--- config.mk ---
export PLATFORM = sky130hd
export DESIGN_NAME = fp32_mul_ctrl
export DESIGN_NICKNAME = d
export VERILOG_FILES = /design/src/rtl/fp32_mul_ctrl.sv
export SDC_FILE = /design/constraint.sdc
export NUM_CORES = 1
export LEC_CHECK = 0
export CAP_MARGIN = 10
export CORE_MARGIN = 4
export CORE_UTILIZATION = 48
export DETAILED_ROUTE_END_ITERATION = 8
export PLACE_DENSITY_LB_ADDON = 0.3
export REMOVE_ABC_BUFFERS = 1
export SLEW_MARGIN = 20
export SYNTH_ARGS = -nofsm -noshare
export SYNTH_HDL_FRONTEND = slang
export SYNTH_SLANG_ARGS = --single-unit
--- constraint.sdc ---
create_clock -name clk -period 2.9 [get_ports clk]
set_clock_uncertainty 0.05 [all_clocks]
set_input_delay 0.29 -clock clk [delete_from_list [all_inputs] [get_ports clk]]
set_output_delay 0.29 -clock clk [all_outputs]
set_load 0.005 [all_outputs]
--- src/rtl/fp32_mul_ctrl.sv ---
// fp32 multiply sequencer: unpacks operands, drives the integer multiplier, normalizes/rounds/packs.
// Latency: 2 cycles on the special-operand path, multiplier latency + 5 on the normal path.
// No backpressure: start is sampled only in IDLE and ignored while busy; FP_MUL_RNE_EN selects RNE over truncation.
module fp32_mul_ctrl #(
   parameter int MUL_W = 32
) (
   input  logic               clk,
   input  logic               rst,
   input  logic               start,
   input  logic [31:0]        a,
   input  logic [31:0]        b,
   output logic [31:0]        result,
   output logic               done,
   output logic               busy,
   output logic               flag_invalid,
   output logic               flag_overflow,
   output logic               flag_underflow,
   output logic               flag_inexact,
   output logic               mul_start,
   output logic [MUL_W-1:0]   mul_a,
   output logic [MUL_W-1:0]   mul_b,
   input  logic [2*MUL_W-1:0] mul_product,
   input  logic               mul_done
);

   typedef enum logic [2:0] {
      S_IDLE, S_UNPACK, S_ISSUE, S_WAIT, S_NORM, S_ROUND, S_DONE
   } state_t;

   state_t            state, state_nxt;

   logic [31:0]       a_q, b_q;
   logic              sign_q;
   logic signed [9:0] exp_q;
   logic [23:0]       m_q;
   logic              g_q, s_q;

   // Operand fields; exponent 0 covers both zero and flushed subnormals
   logic [7:0]        ea, eb;
   logic [22:0]       fa, fb;
   logic              nan_a, nan_b, inf_a, inf_b, zero_a, zero_b;
   logic              special, sign_ab;
   logic [31:0]       spec_res;
   logic              spec_inv;
   logic [47:0]       prod;

   assign ea      = a_q[30:23];
   assign eb      = b_q[30:23];
   assign fa      = a_q[22:0];
   assign fb      = b_q[22:0];
   assign nan_a   = (ea == 8'hFF) && (fa != 23'd0);
   assign nan_b   = (eb == 8'hFF) && (fb != 23'd0);
   assign inf_a   = (ea == 8'hFF) && (fa == 23'd0);
   assign inf_b   = (eb == 8'hFF) && (fb == 23'd0);
   assign zero_a  = (ea == 8'h00);
   assign zero_b  = (eb == 8'h00);
   assign special = nan_a | nan_b | inf_a | inf_b | zero_a | zero_b;
   assign sign_ab = a_q[31] ^ b_q[31];
   assign prod    = mul_product[47:0];

   // Upper product bits never carry information for 24-bit significands
   generate
      if (MUL_W > 24) begin : g_unused_hi
         logic unused_hi;
         assign unused_hi = ^mul_product[2*MUL_W-1:48];
      end
   endgenerate

   // Resolve special operand combinations without using the multiplier
   always_comb begin
      spec_res = 32'd0;
      spec_inv = 1'b0;
      if (nan_a || nan_b || (inf_a && zero_b) || (zero_a && inf_b)) begin
         spec_res = 32'h7FC0_0000;
         spec_inv = 1'b1;
      end else if (inf_a || inf_b) begin
         spec_res = {sign_ab, 8'hFF, 23'd0};
      end else begin
         spec_res = {sign_ab, 31'd0};
      end
   end

   // Rounding, post-round renormalization and range check
   logic              round_up;
   logic [24:0]       m_sum;
   logic signed [9:0] e_rnd;
   logic [22:0]       frac_rnd;
   logic              rnd_ovf, rnd_unf, rnd_inx;
   logic [31:0]       rnd_res;

`ifdef FP_MUL_RNE_EN
   assign round_up = g_q & (s_q | m_q[0]);
`else
   assign round_up = 1'b0;
`endif

   assign m_sum    = {1'b0, m_q} + {24'd0, round_up};
   assign e_rnd    = exp_q + $signed({9'd0, m_sum[24]});
   assign frac_rnd = m_sum[24] ? m_sum[23:1] : m_sum[22:0];
   assign rnd_ovf  = (e_rnd >= 10'sd255);
   assign rnd_unf  = !rnd_ovf && (e_rnd <= 10'sd0);
   assign rnd_inx  = rnd_ovf | rnd_unf | g_q | s_q;

   // Pack the rounded result, saturating to Inf or flushing to zero
   always_comb begin
      rnd_res = {sign_q, e_rnd[7:0], frac_rnd};
      if (rnd_ovf) begin
         rnd_res = {sign_q, 8'hFF, 23'd0};
      end else if (rnd_unf) begin
         rnd_res = {sign_q, 31'd0};
      end
   end

   // State register
   always_ff @(posedge clk or negedge rst) begin
      if (!rst) begin
         state <= S_IDLE;
      end else begin
         state <= state_nxt;
      end
   end

   // Next-state decode
   always_comb begin
      state_nxt = state;
      case (state)
         S_IDLE:   if (start) state_nxt = S_UNPACK;
         S_UNPACK: state_nxt = special ? S_DONE : S_ISSUE;
         S_ISSUE:  state_nxt = S_WAIT;
         S_WAIT:   if (mul_done) state_nxt = S_NORM;
         S_NORM:   state_nxt = S_ROUND;
         S_ROUND:  state_nxt = S_DONE;
         S_DONE:   state_nxt = S_IDLE;
         default:  state_nxt = S_IDLE;
      endcase
   end

   // State-decoded control outputs
   always_comb begin
      busy      = (state != S_IDLE);
      mul_start = (state == S_ISSUE);
      done      = (state == S_DONE);
   end

   // Datapath: operand capture, exponent, normalization and result registers
   always_ff @(posedge clk or negedge rst) begin
      if (!rst) begin
         a_q            <= 32'd0;
         b_q            <= 32'd0;
         sign_q         <= 1'b0;
         exp_q          <= 10'sd0;
         m_q            <= 24'd0;
         g_q            <= 1'b0;
         s_q            <= 1'b0;
         mul_a          <= '0;
         mul_b          <= '0;
         result         <= 32'd0;
         flag_invalid   <= 1'b0;
         flag_overflow  <= 1'b0;
         flag_underflow <= 1'b0;
         flag_inexact   <= 1'b0;
      end else begin
         case (state)
            S_IDLE: begin
               if (start) begin
                  a_q            <= a;
                  b_q            <= b;
                  flag_invalid   <= 1'b0;
                  flag_overflow  <= 1'b0;
                  flag_underflow <= 1'b0;
                  flag_inexact   <= 1'b0;
               end
            end
            S_UNPACK: begin
               sign_q <= sign_ab;
               if (special) begin
                  result         <= spec_res;
                  flag_invalid   <= spec_inv;
                  flag_overflow  <= 1'b0;
                  flag_underflow <= 1'b0;
                  flag_inexact   <= 1'b0;
               end else begin
                  exp_q <= $signed({2'b00, ea}) + $signed({2'b00, eb}) - 10'sd127;
                  mul_a <= MUL_W'({1'b1, fa});
                  mul_b <= MUL_W'({1'b1, fb});
               end
            end
            S_NORM: begin
               if (prod[47]) begin
                  m_q   <= prod[47:24];
                  g_q   <= prod[23];
                  s_q   <= |prod[22:0];
                  exp_q <= exp_q + 10'sd1;
               end else begin
                  m_q <= prod[46:23];
                  g_q <= prod[22];
                  s_q <= |prod[21:0];
               end
            end
            S_ROUND: begin
               result         <= rnd_res;
               flag_invalid   <= 1'b0;
               flag_overflow  <= rnd_ovf;
               flag_underflow <= rnd_unf;
               flag_inexact   <= rnd_inx;
            end
            default: ;
         endcase
      end
   end

endmodule

# Word level (Yosys, flattened, before mapping)
# Cells that the tools add are included.
dict set report word_totals {
  reg_bits 187
  inputBits 132
  output_inout_bits 103
  word_cells 98
}
dict set report classes {
  n_addsub 3
  n_lt_le_gt_ge 2
  n_eq_ne 13
  mux 24
  n_bitwise 10
  n_reduce_logical 31
}
# op n
set ops {}
lappend ops {{31-bit 2-to-1 mux} 3}
lappend ops {{32-bit 2-to-1 mux} 2}
lappend ops {{32-bit one-hot mux with 2 select lines} 1}
lappend ops {{23-bit logical NOT} 2}
lappend ops {{23-bit nonzero test} 2}
lappend ops {{23-bit 2-to-1 mux} 1}
lappend ops {{23-bit OR reduction} 1}
lappend ops {{22-bit OR reduction} 1}
lappend ops {{10-bit 2-to-1 mux} 2}
lappend ops {{10-bit one-hot mux with 2 select lines} 1}
lappend ops {{3-bit one-hot mux with 6 select lines} 1}
lappend ops {{8-bit == test (second input constant)} 2}
lappend ops {{8-bit logical NOT} 2}
lappend ops {{1-bit one-hot mux with 3 select lines} 4}
lappend ops {{10-bit by 2-bit adder with 10-bit output (second input constant)} 1}
lappend ops {{10-bit by 9-bit >= comparator with 1-bit output (second input constant)} 1}
lappend ops {{10-bit by 1-bit <= comparator with 1-bit output (second input constant)} 1}
lappend ops {{2-bit inequality test (second input constant)} 5}
lappend ops {{9-bit by 7-bit subtractor with 10-bit output (second input constant)} 1}
lappend ops {{8-bit by 8-bit adder with 9-bit output} 1}
lappend ops {{3-bit == test (second input constant)} 3}
lappend ops {{3-bit 2-to-1 mux} 3}
lappend ops {{1-bit bitwise OR} 8}
lappend ops {{2-bit AND reduction} 4}
lappend ops {{other kinds (12)} 30}

# Longest topological paths before layout
dict set report logic_depth {
  depth_word 9
  ltp_mapped 11
  ltp_nobuf 11
}

# Least setup slack after synthesis
# OpenSTA, ideal clock, no wires.
dict set report synth_path {
  path_kind {register to register}
  startpoint {register a_q[24]}
  endpoint {register exp_q[9]}
  setup_time_ps 69
  arrival_ps 2441
  path_slack_ps 341
  path_stages_with_launch 10
  n_path_buf 0
  cell_sequence {dfrtp_1 > ha_1 > ha_1 > fa_1 > and2_1 > o21a_1 > o21ai_0 > a21oi_1 > or4b_1 > nand3_1}
}
dict set report synth_between {
  elab_chain_len 9
  elab_cells_between_ends 15
  classes_between {2 x add/sub; 2 x eq/ne; 2 x mux; 5 x bitwise; 4 x reduce/logical}
}
# element line_no
set synth_rtl {}
lappend synth_rtl {{from (decl)} 32} ;# logic [31:0] a_q, b_q;
lappend synth_rtl {{from (signal assigned)} 148} ;# a_q <= 32'd0;
lappend synth_rtl {{from (signal assigned)} 166} ;# a_q <= a;
lappend synth_rtl {{parallel branches: the longest is 9 deep, another holds 9-bit by 7-bit subtractor with 10-bit output} n/a}
lappend synth_rtl {{to (signal assigned)} 183} ;# exp_q <= $signed({2'b00, ea}) + $signed({2'b00, eb}) - 10'sd127;
lappend synth_rtl {{to (signal assigned)} 193} ;# exp_q <= exp_q + 10'sd1;
lappend synth_rtl {{to (decl)} 34} ;# logic signed [9:0] exp_q;
# Several ways; the timed one is not identified. The select of a mux whose other input is x is not followed.
# A chain may end at the register's enable or synchronous reset.

# Final worst setup path
# Same ends and word-level chain as after synthesis.

==> metrics.yaml <==
route:
  ant_nets: 0
  wire_per_inst_um: 18.4
  drtIter0Drc: 399
  vias: 6020
  drc_errors: 0
  via_per_inst: 5.45
  routed_wl_um: 20300
  drtPass1Iterations: 5
worst_setup_path:
  timing.rr.end: "exp_q[9]"
  cp_common_cell: "ha_1"
  crit_fanout: 4
  cpMaxStageDelayCell: "or4b_1"
  reg2reg_slack_ps: 220
  critPathCaptureType: "flip-flop"
  critPathCapture: "exp_q[9]"
  critPathMaxStageDelay_ps: 480
  cp.arrival_ps: 2990
  ff2ff_path_depth: 9
  required_ps: 3210
  path_cells: "ha_1, ha_1, fa_1, and2_1, o21a_1, o21ai_0, a21oi_1, or4b_1, nand3_1"
  r2r-start: "a_q[24]"
  crit_type: "reg2reg"
  startpoint_type: "flip-flop"
  critPathLaunch: "a_q[24]"
timing:
  maxSlewViolCount: 0
  hold_violations: 0
  worst_pin_slew_ps: 1000
  max-slew-margin-rel: 0.320
  fmax_mhz: 373
  rsz0062_at_grt: "false"
  finalCriticalPeriod_ps: 2680
  timing.final.crit_share: 0.924
  setup_viol: 0
  setup_slack_ps: 220
yosys:
  ys_seq_area_frac: 0.566
  synth_seq_cells: 186
  synth_warnings: 0
  synth_edf_count: 0
  ys_dominant_reg_cell: "dfrtp_1"
  synthCells: 671
  synth_async_sr_flop_share: 1.00
  syn_avg_cell_area_sq_um: 12.3
  syn_area_sq_mm: 0.00822
  ys_types: 56
power:
  intPower_uw: 7790
  power.share.sequential: 0.401
  p_sw_uw: 4020
  clkPwrFrac: 0.186
  max-vdd-ir-drop_mv: 0.611
  p_per_area_mw_per_mm2: 1070
  leakagePower_uw: 0.00479
  comb_power_share: 0.413
  switching_share: 0.341
final_layout:
  final_common_cell: "clkdlybuf4s50_1"
  fill_cells: 1220
  diodes: 0
  layout_common_cells: "clkdlybuf4s50_1 (200), dfrtp_1 (186), mux2_2 (106), nand2_1 (54), o21ai_0 (45)"
  nets: 1021
  fin_area_sq_mm: 0.0111
  area_growth_syn_to_layout_pct: 34.7
  regArea_sq_mm: 0.00465
  finish.utilization: 0.663
  multi_input_area_sq_mm: 0.00330
  drive_gt1_frac: 0.184
placement:
  place_ws_ps: 236
  gp_congestion: 0.913
  place_area_sq_mm: 0.0105
  io_buffers: 202
  place_hpwl_um: 14900
clocking:
  clock_latency_ps: 420
  cts_setup_buffers: 0
  clockBufferDepth: 2
  clock-sinks: 186
  root_buffer: "clkbuf_16"
  clk_pin_slew_worst_paths_ps: 70
  numCtsBuffers: 17
  cts-htree-levels: 4
  cts_tree: "yes"
die:
  io_pins: 235
  die_h_um: 139
  rows: 47
  start_util: 0.492
  core_area_sq_mm: 0.0167
  die_x_um: 139
  die-area_sq_mm: 0.0193
global_route:
  grt_start_max_net_pins: 105
  grt_antenna_before_repair: 0
  grt_pass1_vias: 6480
  grt_pass1_wl_um: 33500
  grt-ovfl-total: 0
  track_usage: 0.213
hold_path:
  min_path_type: "in2async"
job:
  maxCapViolations: 0
run_status:
  status: "completed"
logic make-up (layout without fill, tap and decap cells):
group,count (synthesis),count (layout),synth area share
DFF,186,186,0.566
and+or+nand+nor,141,141,0.0863
muxes,130,130,0.174
AOI/OAI and AO/OA,124,124,0.0990
buffers and inverters,67,265,0.0414
adders and majority gates,18,18,0.0283
xor gates and xnor gates,4,4,0.00426
other,1,16,0.000456
worst min path at each step:
stage	from	endpoint	slack, ps	depth (start not counted)
after floorplan	rst	a_q[0]	-60	0
after global placement	rst	result[24]	290	2
after detailed placement	rst	result[25]	290	2
after CTS	b[30]	b_q[30]	390	3
after global routing	b[30]	b_q[30]	410	3
final	rst	result[25]	400	3
sequential cells by signal, summed over array words and instances, names as in the netlist:
signal / count
a_q: 32
b_q: 32
exp_q: 10
flag_inexact: 1
flag_invalid: 1
flag_overflow: 1
flag_underflow: 1
g_q: 1
m_q: 23
mul_a: 23
mul_b: 24
result: 32
s_q: 1
sign_q: 1
state: 3
synth_stat cells, drive strengths merged, types with 2 or more instances:
| cell | n | area, sq um |
|---|---|---|
| a21o | 3 | 22.5 |
| a21oi | 19 | 95.1 |
| a22o | 24 | 210 |
| a22oi | 9 | 67.6 |
| a31oi | 5 | 31.3 |
| and2 | 3 | 18.8 |
| buf | 37 | 228 |
| clkbuf | 17 | 63.8 |
| dfrtp | 186 | 4650 |
| ha | 17 | 213 |
| inv | 13 | 48.8 |
| mux2 | 106 | 1190 |
| mux2i | 24 | 240 |
| nand2 | 54 | 203 |
| nand2b | 4 | 32.5 |
| nand3 | 9 | 45.0 |
| nand4 | 9 | 56.3 |
| nor2 | 21 | 78.8 |
| nor3 | 6 | 30.0 |
| nor4 | 16 | 100 |
| o21ai | 46 | 230 |
| o2bb2ai | 2 | 17.5 |
| o311ai | 2 | 17.5 |
| o31ai | 3 | 27.5 |
| or3 | 3 | 18.8 |
| or4 | 6 | 45.0 |
| xnor2 | 2 | 17.5 |
| xor2 | 2 | 17.5 |
metrics by stage:
stage / power, uW / TNS, ps / hold WS (ps) / instances
after floorplan: 7270 / -108990 / -55.6 / 632
after global placement: 9370 / 0 / 292 / 1071
after detailed placement: 9640 / 0 / 291 / 1071
after CTS: 11900 / 0 / 389 / 1104
after global routing: 12700 / 0 / 409 / 1104
final: 11800 / 0 / 397 / 1104
what timing repair did:
action                                  in CTS  in global routing
gates resized for setup                      0                  0
hold buffers                                 1                  0
endpoints found under the hold margin      186                  0
endpoints found under the setup margin       0                  0
power groups by stage:
stage / sequential [uW] / combinational [uW] / clock [uW]
CTS: 4740 / 4920 / 2240
global route: 4910 / 5390 / 2360
floorplan: 4580 / 2690 / 0
detailed placement: 4770 / 4870 / 0
finish: 4730 / 4870 / 2200
global placement: 4690 / 4680 / 0
critical path, delay by kind of cell, from the launching register on:
kind | cells | cell delay [ps]
AOI/OAI and AO/OA | 3 | 500
and+or+nand+nor | 3 | 740
DFF | 1 | 410
adders and majority gates | 3 | 920
area by class of cell:
cell class | count | area share
sequential | 186 | 0.420
multi-input combinational | 433 | 0.298
timing repair buffer | 220 | 0.202
tap | 220 | 0.0248
clock buffer | 18 | 0.0387
clock inverter | 14 | 0.0119
inverter | 13 | 0.00440
metal layers:
metal  GRT usage  wire length (um)  vias to the layer above
met5           0                 0                        -
met4      0.0685               442                        0
met3      0.0803              1810                       32
met2       0.342              9680                      231
met1       0.269              8380                     2962
li1            -                 -                     2795
(Power assumes the default switching activity.)
